<file path="src/rtl/jk_excitation_driver.sv">
// ---------------------------------------------------------------------------
// jk_excitation_driver
//
// Drives an external bank of WIDTH JK flip-flops (with active-low bulk
// preset/clear) to a requested state and verifies the result through the
// bank's Q feedback. A request is latched in IDLE, excitation is presented
// for one DRIVE cycle, and the feedback is compared in the following CHECK
// cycle. A mismatch re-drives up to RETRIES extra times before an error
// completion is reported.
//
// Ports:
//   input_clock1_c_1   clock, rising edge (shared with the flip-flop bank)
//   input_reset1_rst_2 asynchronous active-high reset
//   req_valid          request present
//   req_ready          high while IDLE (combinational from state)
//   req_cmd            00 LOAD, 01 TOGGLE, 10 CLEAR, 11 PRESET
//   req_target         target state for LOAD, ignored otherwise
//   q_fb               Q outputs of the flip-flop bank (same clock domain)
//   jk_j / jk_k        registered J/K excitation
//   jk_preset_n        registered active-low preset to the whole bank
//   jk_clear_n         registered active-low clear to the whole bank
//   done_valid         one-cycle completion pulse
//   done_ok            1 when q_fb matched the target, valid with done_valid
//   done_q             q_fb sampled at the final CHECK, valid with done_valid
// ---------------------------------------------------------------------------
module jk_excitation_driver #(
    parameter int WIDTH   = 4,
    parameter int RETRIES = 2
) (
    input  logic             input_clock1_c_1,
    input  logic             input_reset1_rst_2,
    input  logic             req_valid,
    output logic             req_ready,
    input  logic [1:0]       req_cmd,
    input  logic [WIDTH-1:0] req_target,
    input  logic [WIDTH-1:0] q_fb,
    output logic [WIDTH-1:0] jk_j,
    output logic [WIDTH-1:0] jk_k,
    output logic             jk_preset_n,
    output logic             jk_clear_n,
    output logic             done_valid,
    output logic             done_ok,
    output logic [WIDTH-1:0] done_q
);

    // Retry counter must hold 0..RETRIES; keep at least one bit when RETRIES=0.
    localparam int RCW = (RETRIES > 0) ? $clog2(RETRIES + 1) : 1;
    localparam logic [RCW-1:0] RETRY_MAX = RCW'(RETRIES);

    localparam logic [1:0] CMD_LOAD   = 2'b00;
    localparam logic [1:0] CMD_TOGGLE = 2'b01;
    localparam logic [1:0] CMD_CLEAR  = 2'b10;
    localparam logic [1:0] CMD_PRESET = 2'b11;

    typedef enum logic [1:0] {
        ST_IDLE  = 2'b00,
        ST_DRIVE = 2'b01,
        ST_CHECK = 2'b10
    } state_t;

    // J excitation: set the bits that are 0 now and must become 1.
    function automatic logic [WIDTH-1:0] excite_j(input logic [WIDTH-1:0] q,
                                                  input logic [WIDTH-1:0] t);
        return ~q & t;
    endfunction

    // K excitation: reset the bits that are 1 now and must become 0.
    function automatic logic [WIDTH-1:0] excite_k(input logic [WIDTH-1:0] q,
                                                  input logic [WIDTH-1:0] t);
        return q & ~t;
    endfunction

    state_t           state_r;
    logic [1:0]       cmd_r;
    logic [WIDTH-1:0] target_r;
    logic [RCW-1:0]   retry_r;
    logic [WIDTH-1:0] jk_j_r;
    logic [WIDTH-1:0] jk_k_r;
    logic             jk_preset_n_r;
    logic             jk_clear_n_r;
    logic             done_valid_r;
    logic             done_ok_r;
    logic [WIDTH-1:0] done_q_r;

    logic [WIDTH-1:0] acc_target_s;
    logic [1:0]       sel_cmd_s;
    logic [WIDTH-1:0] sel_target_s;
    logic [WIDTH-1:0] drv_j_s;
    logic [WIDTH-1:0] drv_k_s;
    logic             drv_preset_n_s;
    logic             drv_clear_n_s;
    logic             match_s;

    // Target resolved from the incoming command; TOGGLE snapshots ~q_fb at accept.
    always_comb begin
        acc_target_s = {WIDTH{1'b0}};
        case (req_cmd)
            CMD_LOAD:   acc_target_s = req_target;
            CMD_TOGGLE: acc_target_s = ~q_fb;
            CMD_CLEAR:  acc_target_s = {WIDTH{1'b0}};
            CMD_PRESET: acc_target_s = {WIDTH{1'b1}};
            default:    acc_target_s = {WIDTH{1'b0}};
        endcase
    end

    // Command/target feeding the drive computation: fresh request in IDLE, latched ones on retry.
    always_comb begin
        sel_cmd_s    = cmd_r;
        sel_target_s = target_r;
        if (state_r == ST_IDLE) begin
            sel_cmd_s    = req_cmd;
            sel_target_s = acc_target_s;
        end else begin
            sel_cmd_s    = cmd_r;
            sel_target_s = target_r;
        end
    end

    // Drive values registered on the edge that enters DRIVE, using the live q_fb.
    always_comb begin
        drv_j_s        = {WIDTH{1'b0}};
        drv_k_s        = {WIDTH{1'b0}};
        drv_preset_n_s = 1'b1;
        drv_clear_n_s  = 1'b1;
        case (sel_cmd_s)
            CMD_LOAD, CMD_TOGGLE: begin
                drv_j_s = excite_j(q_fb, sel_target_s);
                drv_k_s = excite_k(q_fb, sel_target_s);
            end
            CMD_CLEAR:  drv_clear_n_s  = 1'b0;
            CMD_PRESET: drv_preset_n_s = 1'b0;
            default: begin
                drv_j_s = {WIDTH{1'b0}};
                drv_k_s = {WIDTH{1'b0}};
            end
        endcase
    end

    // Feedback compare used in CHECK.
    always_comb begin
        match_s = (q_fb == target_r);
    end

    // Sequencer: state, latched request, retry count and all registered outputs.
    always_ff @(posedge input_clock1_c_1 or posedge input_reset1_rst_2) begin
        if (input_reset1_rst_2) begin
            state_r       <= ST_IDLE;
            cmd_r         <= CMD_LOAD;
            target_r      <= {WIDTH{1'b0}};
            retry_r       <= {RCW{1'b0}};
            jk_j_r        <= {WIDTH{1'b0}};
            jk_k_r        <= {WIDTH{1'b0}};
            jk_preset_n_r <= 1'b1;
            jk_clear_n_r  <= 1'b1;
            done_valid_r  <= 1'b0;
            done_ok_r     <= 1'b0;
            done_q_r      <= {WIDTH{1'b0}};
        end else begin
            case (state_r)
                ST_IDLE: begin
                    done_valid_r <= 1'b0;
                    if (req_valid) begin
                        cmd_r         <= req_cmd;
                        target_r      <= acc_target_s;
                        retry_r       <= {RCW{1'b0}};
                        jk_j_r        <= drv_j_s;
                        jk_k_r        <= drv_k_s;
                        jk_preset_n_r <= drv_preset_n_s;
                        jk_clear_n_r  <= drv_clear_n_s;
                        state_r       <= ST_DRIVE;
                    end else begin
                        state_r <= ST_IDLE;
                    end
                end
                ST_DRIVE: begin
                    // Bank has taken the excitation on this edge; go quiet for CHECK.
                    jk_j_r        <= {WIDTH{1'b0}};
                    jk_k_r        <= {WIDTH{1'b0}};
                    jk_preset_n_r <= 1'b1;
                    jk_clear_n_r  <= 1'b1;
                    done_valid_r  <= 1'b0;
                    state_r       <= ST_CHECK;
                end
                ST_CHECK: begin
                    if (match_s) begin
                        done_valid_r <= 1'b1;
                        done_ok_r    <= 1'b1;
                        done_q_r     <= q_fb;
                        state_r      <= ST_IDLE;
                    end else if (retry_r < RETRY_MAX) begin
                        retry_r       <= retry_r + RCW'(1);
                        jk_j_r        <= drv_j_s;
                        jk_k_r        <= drv_k_s;
                        jk_preset_n_r <= drv_preset_n_s;
                        jk_clear_n_r  <= drv_clear_n_s;
                        done_valid_r  <= 1'b0;
                        state_r       <= ST_DRIVE;
                    end else begin
                        done_valid_r <= 1'b1;
                        done_ok_r    <= 1'b0;
                        done_q_r     <= q_fb;
                        state_r      <= ST_IDLE;
                    end
                end
                default: begin
                    // Unreachable encoding: recover to a safe, quiet IDLE.
                    jk_j_r        <= {WIDTH{1'b0}};
                    jk_k_r        <= {WIDTH{1'b0}};
                    jk_preset_n_r <= 1'b1;
                    jk_clear_n_r  <= 1'b1;
                    done_valid_r  <= 1'b0;
                    state_r       <= ST_IDLE;
                end
            endcase
        end
    end

    assign req_ready   = (state_r == ST_IDLE);
    assign jk_j        = jk_j_r;
    assign jk_k        = jk_k_r;
    assign jk_preset_n = jk_preset_n_r;
    assign jk_clear_n  = jk_clear_n_r;
    assign done_valid  = done_valid_r;
    assign done_ok     = done_ok_r;
    assign done_q      = done_q_r;

    jk_excitation_driver_checker #(.WIDTH(WIDTH)) u_checker (
        .clk         (input_clock1_c_1),
        .rst         (input_reset1_rst_2),
        .jk_j        (jk_j_r),
        .jk_k        (jk_k_r),
        .jk_preset_n (jk_preset_n_r),
        .jk_clear_n  (jk_clear_n_r),
        .done_valid  (done_valid_r)
    );

endmodule

// ---------------------------------------------------------------------------
// jk_excitation_driver_checker
//
// Protocol properties of the driver outputs: preset and clear never low
// together, each bulk pulse lasts one cycle, J and K never both set on the
// same bit, and completion is a single-cycle pulse.
//
// Ports: clk, rst, and the registered driver outputs being observed.
// ---------------------------------------------------------------------------
module jk_excitation_driver_checker #(
    parameter int WIDTH = 4
) (
    input logic             clk,
    input logic             rst,
    input logic [WIDTH-1:0] jk_j,
    input logic [WIDTH-1:0] jk_k,
    input logic             jk_preset_n,
    input logic             jk_clear_n,
    input logic             done_valid
);

    a_no_both_low: assert property (@(posedge clk) disable iff (rst)
        !(!jk_preset_n && !jk_clear_n));

    a_preset_one_cycle: assert property (@(posedge clk) disable iff (rst)
        !jk_preset_n |=> jk_preset_n);

    a_clear_one_cycle: assert property (@(posedge clk) disable iff (rst)
        !jk_clear_n |=> jk_clear_n);

    a_jk_exclusive: assert property (@(posedge clk) disable iff (rst)
        (jk_j & jk_k) == {WIDTH{1'b0}});

    a_done_pulse: assert property (@(posedge clk) disable iff (rst)
        done_valid |=> !done_valid);

endmodule

</file>
<file path="config.mk">
export PLATFORM = sky130hd
export DESIGN_NAME = jk_excitation_driver
export DESIGN_NICKNAME = d
export VERILOG_FILES = /design/src/rtl/jk_excitation_driver.sv
export SDC_FILE = /design/constraint.sdc
export NUM_CORES = 1
export LEC_CHECK = 0
export ABC_AREA = 1
export ABC_CLOCK_PERIOD_IN_PS = 3000
export CORE_UTILIZATION = 54
export CTS_CLUSTER_SIZE = 10
export DETAILED_ROUTE_END_ITERATION = 8
export HOLD_SLACK_MARGIN = 0.1
export PLACE_DENSITY_LB_ADDON = 0.3
export SYNTH_ARGS = -nofsm -noshare
export SYNTH_HDL_FRONTEND = slang
export SYNTH_HIERARCHICAL = 1
export SYNTH_SLANG_ARGS = --single-unit
</file>
<file path="constraint.sdc">
create_clock -name input_clock1_c_1 -period 3 [get_ports input_clock1_c_1]
set_clock_uncertainty 0.05 [all_clocks]
set_input_delay 0.6 -clock input_clock1_c_1 [delete_from_list [all_inputs] [get_ports input_clock1_c_1]]
set_output_delay 0.6 -clock input_clock1_c_1 [all_outputs]
set_load 0.01 [all_outputs]
</file>
==> flow_summary.toml <==
[run_status]
status = "completed"

[placed_design]
port_buffers = 29
placed_cells = 263
hpwl_mm = 2.37
gp_congestion = 0.891

[sta]
final_max_slew_viol_count = 0
slew_headroom_pct = 67.7
hold_viol = 0
fmax_mhz = 458
fin_crit_sh_pct = 72.8
holdWs_ns = 0.422
grt_setup_unrepaired = "no"
final.setup.tns_ns = 0
period_minus_slack_ns = 2.19
setup_violations = 0
worst_pin_slew_ns = 0.484

[cells_and_area]
layout-drive-gt1-share_pct = 11.4
final_cells = 267
synthToLayoutAreaGrowth_pct = 25.0
nets = 251
final_common_cell = "nand2_1"
diodes = 0
final_cell_mix = "91 x nand2_1, 29 x clkdlybuf4s50_1, 24 x dfrtp_1"

[worst_setup_path]
crit_chain = "nor2_4, clkdlybuf4s50_1"
cp_max_fo = 4
startpoint_type = "flip-flop"
critPathSlowestCell = "clkdlybuf4s50_1"
slowest_delay_ns = 0.54
cp_data_arrival_time_ns = 1.54
cp-end-kind = "output port"
required_ns = 2.35
critical_path_class = "reg -> out"

[global_route]
antenna_found_initial = 0
grt_pass1_vias = 1155
grt_max_degree = 27
track_usage_pct = 25.2
grt_pass1_wl_mm = 5.19
grt-ovfl-total = 0

[floorplan]
core_sq_mm = 0.00252
dieHeight_um = 54.1
rows = 18
io_pins = 30
start_util_pct = 58.2
die_w_um = 54.1
die_area_sq_mm = 0.00293

[logic_synthesis]
synth_cell_types = 19
synth-main-ff-cell = "dfrtp_1"
avgSynthCellArea_sq_um = 7.12
synth_cells = 206
yosysSeqAreaShare_pct = 44.5
ys_warn_count = 6
syn-cell-area_sq_mm = 0.00147
synthesis.nets = 219
synth_edf_count = 0
ys_ff_latch = 26
async_reset_ff_share_pct = 100

[detailed_routing]
drt-total-wl_mm = 3.15
post_drt_via_cell_ratio = 5.08
drt-wirelength-per-cell_um = 11.8
drtAntennaViolNets = 0
drt_iter0_markers = 41
vias = 1356
drt_first_pass_iters = 4
drcViolationCount = 0

[hold_path]
hold_class = "reg -> reg"

[clock_network]
cts_tree = "yes"
cts_setup_buffers = 0
cts-buffers-inserted = 3
clk_pin_slew_ns = 0.14
cts_hold_buf = 0
clock_latency_ns = 0.32
cts_resized = 0
root_buffer = "clkbuf_4"
htreeDepth = 1
cts_num_sinks = 26
clockBufferDepth = 2

[power_and_ir_drop]
p_leak_nw = 0.984
peakVddDrop_v = 0.000761
p_per_area_mw_per_mm2 = 976
total_power_mw = 1.79

[flow_run]
maxCapViolCount = 0
kinds of logic after synthesis:
family	count (synthesis)	synth area share, %
AO/OA/AOI/OAI	13	4.69
buffers and inverters	23	6.82
flip-flops	26	44.5
AND/OR/NAND/NOR	144	44.0
worst paths after layout:
check	start	end	cells past startpoint	slack, ns
max	state_r[0]$_DFF_PP0_	req_ready	2	0.81
min	jk_preset_n$_DFFE_PP1P_	jk_preset_n$_DFFE_PP1P_	2	0.42
max reg2reg	state_r[0]$_DFF_PP0_	retry_r[1]$_DFFE_PP0P_	6	1.34
min reg2reg	jk_preset_n$_DFFE_PP1P_	jk_preset_n$_DFFE_PP1P_	2	0.42
max in group asynchronous	input_reset1_rst_2	jk_preset_n$_DFFE_PP1P_	3	2.05
min in group asynchronous	input_reset1_rst_2	jk_j[0]$_DFFE_PP0P_	3	0.56
layer usage:
layer / vias to the layer above / track usage (%) / wire length, um
li1: 706 / - / -
met1: 591 / 33.0 / 1540
met2: 53 / 39.4 / 1370
met3: 6 / 6.78 / 191
met4: 0 / 9.40 / 51
met5: - / 0 / 0
through the flow:
stage | cell area (sq um) | utilization (%) | worst slack, ns
floorplan | 1470 | - | 1.54
global placement | 1780 | 70.6 | 0.817
detailed placement | 1780 | 70.6 | 0.878
CTS | 1830 | 72.7 | 0.805
global route | 1830 | 72.7 | 0.742
finish | 1830 | 72.7 | 0.815
registers in the layout, summed over array words and instances (netlist names):
register	count
done_q	4
jk_j	4
jk_k	4
target_r	4
cmd_r	2
retry_r	2
state_r	2
done_ok	1
done_valid	1
jk_clear_n	1
jk_preset_n	1
critical path: cells and delay by family (launching register included):
family | cells | cell delay (ns)
flip-flops | 1 | 0.50
AND/OR/NAND/NOR | 1 | 0.17
buffers and inverters | 1 | 0.54
power breakdown:
part / internal (mW) / leakage, nW / switching [mW] / total (mW)
clock network: 0.135 / 0.0279 / 0.106 / 0.241
logic: 0.392 / 0.627 / 0.554 / 0.946
registers: 0.498 / 0.329 / 0.104 / 0.603
synth_stat cells, types with 3 or more instances:
library cell	n	area [sq um]
a21oi_1	6	30.0
nand2_4	4	45.0
nand4_1	3	18.8
inv_2	5	18.8
nand3_1	22	110
nor2_1	15	56.3
nand2_1	91	342
o21ai_0	6	30.0
nand2_2	3	18.8
inv_1	14	52.6
dfrtp_1	24	601
final cells by class:
type                            count  area [sq um]
Sequential cell                    26           653
Inverter                           19          71.3
Clock inverter                      1          30.0
Clock buffer                        3          22.5
Fill cell                         199           688
Tap cell                           30          37.5
Timing Repair Buffer               31           305
Multi-Input combinational cell    157           714
Note: power is estimated with default switching activity, not from simulation.
